--- src/rtl/adc_scan_sequencer_if.sv ---
// rtl/adc_scan_sequencer_if.sv - serial ADC pin bundle between sequencer and converter
interface adc_scan_sequencer_if;
    logic ADC_CONVST;
    logic ADC_SCK;
    logic ADC_SDI;
    logic ADC_SDO;

    modport master (output ADC_CONVST, output ADC_SCK, output ADC_SDI, input ADC_SDO);
    modport slave  (input ADC_CONVST, input ADC_SCK, input ADC_SDI, output ADC_SDO);
endinterface

--- src/rtl/adc_scan_sequencer.sv ---
// rtl/adc_scan_sequencer.sv - round-robin LTC2308-style ADC scan sequencer
module adc_scan_sequencer #(
    parameter int NUM_CH        = 6,
    parameter int CONVST_CYCLES = 2,
    parameter int CONV_CYCLES   = 80,
    parameter int SCK_HALF      = 2
) (
    input  logic                 clk,
    input  logic                 reset,
    input  logic                 enable,
    adc_scan_sequencer_if.master adc,
    output logic [11:0]          ch0,
    output logic [11:0]          ch1,
    output logic [11:0]          ch2,
    output logic [11:0]          ch3,
    output logic [11:0]          ch4,
    output logic [11:0]          ch5,
    output logic [11:0]          ch6,
    output logic [11:0]          ch7,
    output logic                 sample_valid,
    output logic [2:0]           sample_ch
);
    typedef enum logic [2:0] {IDLE, CONVST, WAIT_CONV, SHIFT, STORE} state_t;

    localparam logic [15:0] CONVST_LAST = 16'(CONVST_CYCLES - 1);
    localparam logic [15:0] CONV_LAST   = 16'(CONV_CYCLES - 1);
    localparam logic [15:0] HALF_LAST   = 16'(SCK_HALF - 1);
    localparam logic [2:0]  CH_LAST     = 3'(NUM_CH - 1);

    state_t      state, state_nx;
    logic [15:0] cnt;
    logic [4:0]  half;
    logic        cnt_last;
    logic [2:0]  cfg_ch, res_ch;
    logic        primed;
    logic [11:0] shreg;
    logic [11:0] ch_reg [8];
    logic [5:0]  cfg_word, sdi_word;

    // Single-ended unipolar: {S/D, O/S, S1, S0, UNI, SLP}
    assign cfg_word = {1'b1, cfg_ch[0], cfg_ch[2], cfg_ch[1], 1'b1, 1'b0};
    // Each completed SCK pulse advances SDI one bit; past bit 0 the shift leaves zeros
    assign sdi_word = cfg_word << half[4:1];

    always_comb begin
        cnt_last = 1'b0;
        case (state)
            CONVST:    cnt_last = (cnt == CONVST_LAST);
            WAIT_CONV: cnt_last = (cnt == CONV_LAST);
            SHIFT:     cnt_last = (cnt == HALF_LAST);
            default:   cnt_last = 1'b0;
        endcase
    end

    always_ff @(posedge clk) begin
        if (reset) state <= IDLE;
        else       state <= state_nx;
    end

    always_comb begin
        state_nx = state;
        case (state)
            IDLE:      if (enable) state_nx = CONVST;
            CONVST:    if (cnt_last) state_nx = WAIT_CONV;
            WAIT_CONV: if (cnt_last) state_nx = SHIFT;
            SHIFT:     if (cnt_last && half == 5'd23) state_nx = STORE;
            STORE:     state_nx = enable ? CONVST : IDLE;
            default:   state_nx = IDLE;
        endcase
    end

    always_comb begin
        adc.ADC_CONVST = 1'b0;
        adc.ADC_SCK    = 1'b0;
        adc.ADC_SDI    = 1'b0;
        case (state)
            CONVST:    adc.ADC_CONVST = 1'b1;
            WAIT_CONV: adc.ADC_SDI = cfg_word[5];
            SHIFT: begin
                adc.ADC_SCK = half[0];
                adc.ADC_SDI = sdi_word[5];
            end
            default: ;
        endcase
    end

    always_ff @(posedge clk) begin
        if (reset) begin
            cnt          <= '0;
            half         <= '0;
            cfg_ch       <= '0;
            res_ch       <= '0;
            primed       <= 1'b0;
            shreg        <= '0;
            sample_valid <= 1'b0;
            sample_ch    <= '0;
            for (int i = 0; i < 8; i++) ch_reg[i] <= '0;
        end else begin
            sample_valid <= 1'b0;
            if (cnt_last || state_nx != state) cnt <= '0;
            else if (state != IDLE)            cnt <= cnt + 16'd1;

            if (state != SHIFT) half <= '0;
            else if (cnt_last)  half <= half + 5'd1;

            // SDO is captured on the first clk of each SCK high phase
            if (state == SHIFT && half[0] && cnt == '0)
                shreg <= {shreg[10:0], adc.ADC_SDO};

            if (state == STORE) begin
                if (primed) begin
                    ch_reg[res_ch] <= shreg;
                    sample_valid   <= 1'b1;
                    sample_ch      <= res_ch;
                end
                res_ch <= cfg_ch;
                cfg_ch <= (cfg_ch == CH_LAST) ? 3'd0 : cfg_ch + 3'd1;
                // Returning to IDLE drops priming: the next frame's data is stale
                primed <= enable;
            end
        end
    end

    assign ch0 = (NUM_CH > 0) ? ch_reg[0] : 12'd0;
    assign ch1 = (NUM_CH > 1) ? ch_reg[1] : 12'd0;
    assign ch2 = (NUM_CH > 2) ? ch_reg[2] : 12'd0;
    assign ch3 = (NUM_CH > 3) ? ch_reg[3] : 12'd0;
    assign ch4 = (NUM_CH > 4) ? ch_reg[4] : 12'd0;
    assign ch5 = (NUM_CH > 5) ? ch_reg[5] : 12'd0;
    assign ch6 = (NUM_CH > 6) ? ch_reg[6] : 12'd0;
    assign ch7 = (NUM_CH > 7) ? ch_reg[7] : 12'd0;
endmodule
--- src/flat_wrapper.sv ---
// flat-port wrapper written by rule: the top's interface ports become plain ports
module adc_scan_sequencer_flat 
#(
    parameter int NUM_CH        = 6,
    parameter int CONVST_CYCLES = 2,
    parameter int CONV_CYCLES   = 80,
    parameter int SCK_HALF      = 2
)
  (clk, reset, enable, ch0, ch1, ch2, ch3, ch4, ch5, ch6, ch7, sample_valid, sample_ch, adc_ADC_CONVST, adc_ADC_SCK, adc_ADC_SDI, adc_ADC_SDO);
  adc_scan_sequencer_if adc_i ();
  input  logic clk;
  input  logic reset;
  input  logic enable;
  output logic [11:0] ch0;
  output logic [11:0] ch1;
  output logic [11:0] ch2;
  output logic [11:0] ch3;
  output logic [11:0] ch4;
  output logic [11:0] ch5;
  output logic [11:0] ch6;
  output logic [11:0] ch7;
  output logic sample_valid;
  output logic [2:0] sample_ch;
  output wire logic [$bits(adc_i.ADC_CONVST)-1:0] adc_ADC_CONVST;
  output wire logic [$bits(adc_i.ADC_SCK)-1:0] adc_ADC_SCK;
  output wire logic [$bits(adc_i.ADC_SDI)-1:0] adc_ADC_SDI;
  input wire logic [$bits(adc_i.ADC_SDO)-1:0] adc_ADC_SDO;
  assign adc_ADC_CONVST = adc_i.ADC_CONVST;
  assign adc_ADC_SCK = adc_i.ADC_SCK;
  assign adc_ADC_SDI = adc_i.ADC_SDI;
  assign adc_i.ADC_SDO = adc_ADC_SDO;
  adc_scan_sequencer #(.NUM_CH(NUM_CH), .CONVST_CYCLES(CONVST_CYCLES), .CONV_CYCLES(CONV_CYCLES), .SCK_HALF(SCK_HALF)) u_core (.clk(clk), .reset(reset), .enable(enable), .adc(adc_i), .ch0(ch0), .ch1(ch1), .ch2(ch2), .ch3(ch3), .ch4(ch4), .ch5(ch5), .ch6(ch6), .ch7(ch7), .sample_valid(sample_valid), .sample_ch(sample_ch));
endmodule
--- config.mk ---
export PLATFORM = sky130hd
export DESIGN_NAME = adc_scan_sequencer_flat
export DESIGN_NICKNAME = d
export VERILOG_FILES = /design/src/rtl/adc_scan_sequencer_if.sv /design/src/rtl/adc_scan_sequencer.sv /design/src/flat_wrapper.sv
export SDC_FILE = /design/constraint.sdc
export NUM_CORES = 1
export LEC_CHECK = 0
export ABC_AREA = 1
export CAP_MARGIN = 10
export CORE_AREA = 10 10 120 122
export CTS_BUF_LIST = sky130_fd_sc_hd__clkbuf_4 sky130_fd_sc_hd__clkbuf_8 sky130_fd_sc_hd__clkbuf_16
export DETAILED_ROUTE_END_ITERATION = 12
export DIE_AREA = 0 0 130 132
export DONT_BUFFER_PORTS = 1
export MAX_ROUTING_LAYER = met4
export SYNTH_ARGS = -nofsm -noshare
export SYNTH_HDL_FRONTEND = slang
export SYNTH_SLANG_ARGS = --single-unit
--- constraint.sdc ---
create_clock -name clk -period 3 [get_ports clk]
set_input_delay 0.45 -clock clk [delete_from_list [all_inputs] [get_ports clk]]
set_output_delay 0.45 -clock clk [all_outputs]
set_load 0.02 [all_outputs]
# Yosys cells after proc, flatten, opt, wreduce, memory -nomap -nowiden
# Memories as Yosys holds them, arrays and structs flattened.
# Index checks and enable logic that the tools add are counted.
[totals]
word_cells = 56
n_memories = 1
output_inout_bits = 103
regBits = 47
ramBits = 96
input_bits = 4
[mem_list]
columns = ["name", "depth", "word_bits", "rd", "rd_clocked_by_memory_dff", "write_ports", "line_no", "rtl"]
rows = [
  ["u_core.ch_reg", 8, 12, 6, 0, 8, "adc_scan_sequencer.sv:37", "logic [11:0] ch_reg [8];"],
]
[classes]
shifts = 1
n_eq_ne = 10
addsub = 3
n_reduce_logical = 12
mux = 20
[ops]
columns = ["cell", "n"]
rows = [
  ["$mux W3", 6],
  ["$add A16 B1 Y16 const B", 1],
  ["$eq A16 B1 Y1 const B", 1],
  ["$eq A16 B7 Y1 const B", 1],
  ["$logic_not A16 Y1", 1],
  ["$pmux W3 S5", 1],
  ["$mux W12", 1],
  ["$reduce_or A12 Y1", 1],
  ["$mux W1", 10],
  ["$eq A3 B2 Y1 const B", 2],
  ["$eq A3 B3 Y1 const B", 2],
  ["$reduce_or A2 Y1", 3],
  ["$shl A6 B4 Y6", 1],
  ["$add A5 B1 Y5 const B", 1],
  ["$eq A5 B5 Y1 const B", 1],
  ["$pmux W1 S2", 2],
  ["$add A3 B1 Y3 const B", 1],
  ["$eq A3 B1 Y1 const B", 1],
  ["$logic_and A1 B1 Y1", 3],
  ["$logic_not A3 Y1", 1],
  ["$ne A3 B2 Y1 const B", 1],
  ["$ne A3 B3 Y1", 1],
  ["$reduce_bool A3 Y1", 1],
  ["$reduce_and A2 Y1", 1],
  ["$logic_or A1 B1 Y1", 1],
]

# Longest topological paths before layout
[depth]
depth_word = 9
ltp_mapped = 13
mapped_depth_nobuf = 12

# Least setup slack after synthesis
# Ideal clock, no wire load.
[synth_timing]
path_kind = "input to register"
startpoint = "input port reset"
endpoint = "memory u_core.ch_reg[1][0] (enable)"
stages = 7
setup_slack_ps = 802
setup_time_ps = 335
t_required_ps = 2665
n_path_buf = 2
arrival_time_ps = 1863
path_cell_list = "clkbuf_1 > clkinv_1 > nand3_1 > inv_1 > nand2_1 > clkbuf_1 > nand2_1"
[synth_rtl]
columns = ["item", "line_no", "rtl"]
rows = [
  ["start: declaration", "flat_wrapper.sv:12", "input logic reset;"],
  ["end: declaration", "adc_scan_sequencer.sv:37", ""],
]

==> qor.yml <==
portBuffers: 0
cts_resized: 0
period_minus_slack_ps: 2350
rrSetupSlack_ps: 650
fp.dieH_um: 132
power.leakage_nw: 1.98
clk_pin_slew_worst_paths_ps: 50
ys_seq_area_share_pct: 61.4
fillers: 1093
rsz0062_at_grt: "no"
place.gp.congestion: 0.866
cp_slowest_stage_delay_ps: 490
drtAntennaViolNets: 0
worstSetupPathType: "reg -> reg"
final_common_cell: "nor2_1"
first_iter_violations: 235
synthMuxAreaShare_pct: 0
finalClockSkew_ps: 9.66
post_drt_wl_per_cell_um: 16.6
vias: 3230
synth_cells: 496
grt_antenna_before_repair: 1
numCtsBuffers: 17
area_delta_synth_final_pct: 11.6
post-dp-hpwl_mm: 7.98
drcViolationCount: 0
coreArea_um2: 11900
drive_gt1_share_pct: 13.8
cts_root_buffer: "clkbuf_16"
synthXorXnorAreaFrac_pct: 3.29
finalCritPeriodShare_pct: 78.5
timing.fmax_mhz: 425
crit_chain: "nor2_2 -> inv_2 -> nor2_4 -> inv_2 -> nor2_8 -> nand3_1 -> inv_1 -> nand2_1 -> nand2_1"
fin_area_um2: 5640
h-tree-depth: 4
powerDensity_nw_per_um2: 688
layout_common_cells: "nor2_1, edfxtp_1, dfxtp_1"
relSlewSlack_pct: 47.6
cts_tree: "built"
drt-total-wl_mm: 11.0
synth_ff_type: "edfxtp_1"
firstDrtPassIters: 4
clock_sinks: 119
syn_area_per_cell_um2: 10.2
placed_area_um2: 5090
async_flop_share_pct: 0
largest_reg_flops: 72
initial_core_util_pct: 42.5
grt_pass1_wl_mm: 16.8
cts_setup_buffers: 0
grt_overflow: 0
synth_area_um2: 5060
grt_max_degree: 25
synthAdderAreaFrac_pct: 0.742
first_global_vias: 3123
worstPathRequired_ps: 3040
fin_nets: 511
min_path_type: "in -> reg"
status: "finished clean"
rows: 40
synth_compound_area_share_pct: 5.52
cts_hold_buf: 0
slowest_stage: "nand2_1"
dieWidth_um: 130
maxCapViolCount: 0
synth_cell_types: 37
start_kind: "register"
synthSimpleGateAreaFrac_pct: 20.1
grt_usage_pct: 13.2
end_kind: "register"
hold_viol_final: 0
cts_buffer_depth: 2
fin_setup_tns_ps: 0
ys_seq_elements: 119
ios: 107
synth_top_family_by_area: "simple AND/OR/NAND/NOR gates"
tightest_slew_ps: 784
clk_latency_ps: 410
power_mw: 3.88
die-area_um2: 17200
ys_warn_count: 0
setup_violations: 0
synth_edf_count: 72
vdd_drop_max_v: 0.000275
arrival_ps: 2390
worstPathMaxFanout: 13
vias_per_cell: 4.86
slew_viol_final: 0
[report_power, final]
group	internal (mW)	total [mW]	switching, mW
registers	1.78	1.87	0.0871
clock network	1.21	1.89	0.675
logic	0.0217	0.120	0.0980
[worst paths after layout]
path / start / end / cells after the start
max: u_core.state[0] / u_core.ch_reg[1][5] / 9
min: reset / u_core.res_ch[0] / 1
max reg2reg: u_core.state[0] / u_core.ch_reg[1][5] / 9
min reg2reg: u_core.half[4] / u_core.half[4] / 2
[worst max-delay path, delay by kind of cell, from the launching register on]
kind / cells / cell delay [ps]
buffers and inverters: 3 / 300
flip-flops: 1 / 360
AND/OR/NAND/NOR: 6 / 1300
[metrics by stage]
stage | setup slack (ps) | std cells | util, % | hold WS [ps]
2_1_floorplan | 802 | 519 | - | 454
5_1_grt | 428 | 664 | 47.4 | 92.8
3_3_place_gp | 700 | 632 | 42.7 | 482
4_1_cts | 636 | 663 | 47.4 | 87.4
6_report | 646 | 664 | 47.4 | 107
3_5_place_dp | 642 | 632 | 42.7 | 491
[cell type report]
class                   instances  area (um^2)  share of cell area [%]
clock buffers                  19          440                    7.80
inverters                      51          191                    3.39
diodes                          1         2.50                  0.0443
clock inverters                12          111                    1.97
flip-flops and latches        119         3100                    55.0
multi-input cells             312         1590                    28.2
repair buffers                  3         22.5                   0.399
well taps                     147          184                    3.26
[synth_stat cells (8+ instances only)]
master	instances	share of area [%]
o21ai_1	8	0.79
edfxtp_1	72	43
nand4_1	9	1.1
nor2_1	110	8.2
dfxtp_1	47	19
buf_4	24	3.6
xor2_1	15	2.6
o21ai_0	16	1.6
nor2_2	16	2.0
nand3_1	15	1.5
a21oi_1	26	2.6
clkbuf_1	8	0.59
nand2_1	38	2.8
inv_1	43	3.2
[layer usage]
metal / share of wire (%) / GRT usage, %
met1: 43 / 15.0
met2: 48 / 20.1
met3: 7.1 / 4.22
met4: 1.6 / 7.31
met5: 0 / -
[cells by family after synthesis]
family,Yosys count
flops,119
xor+xnor,19
fa+ha+maj,3
compound gates,54
other cells,1
buf+inv,88
simple gates,212
Power figures use the tool's default switching activity.
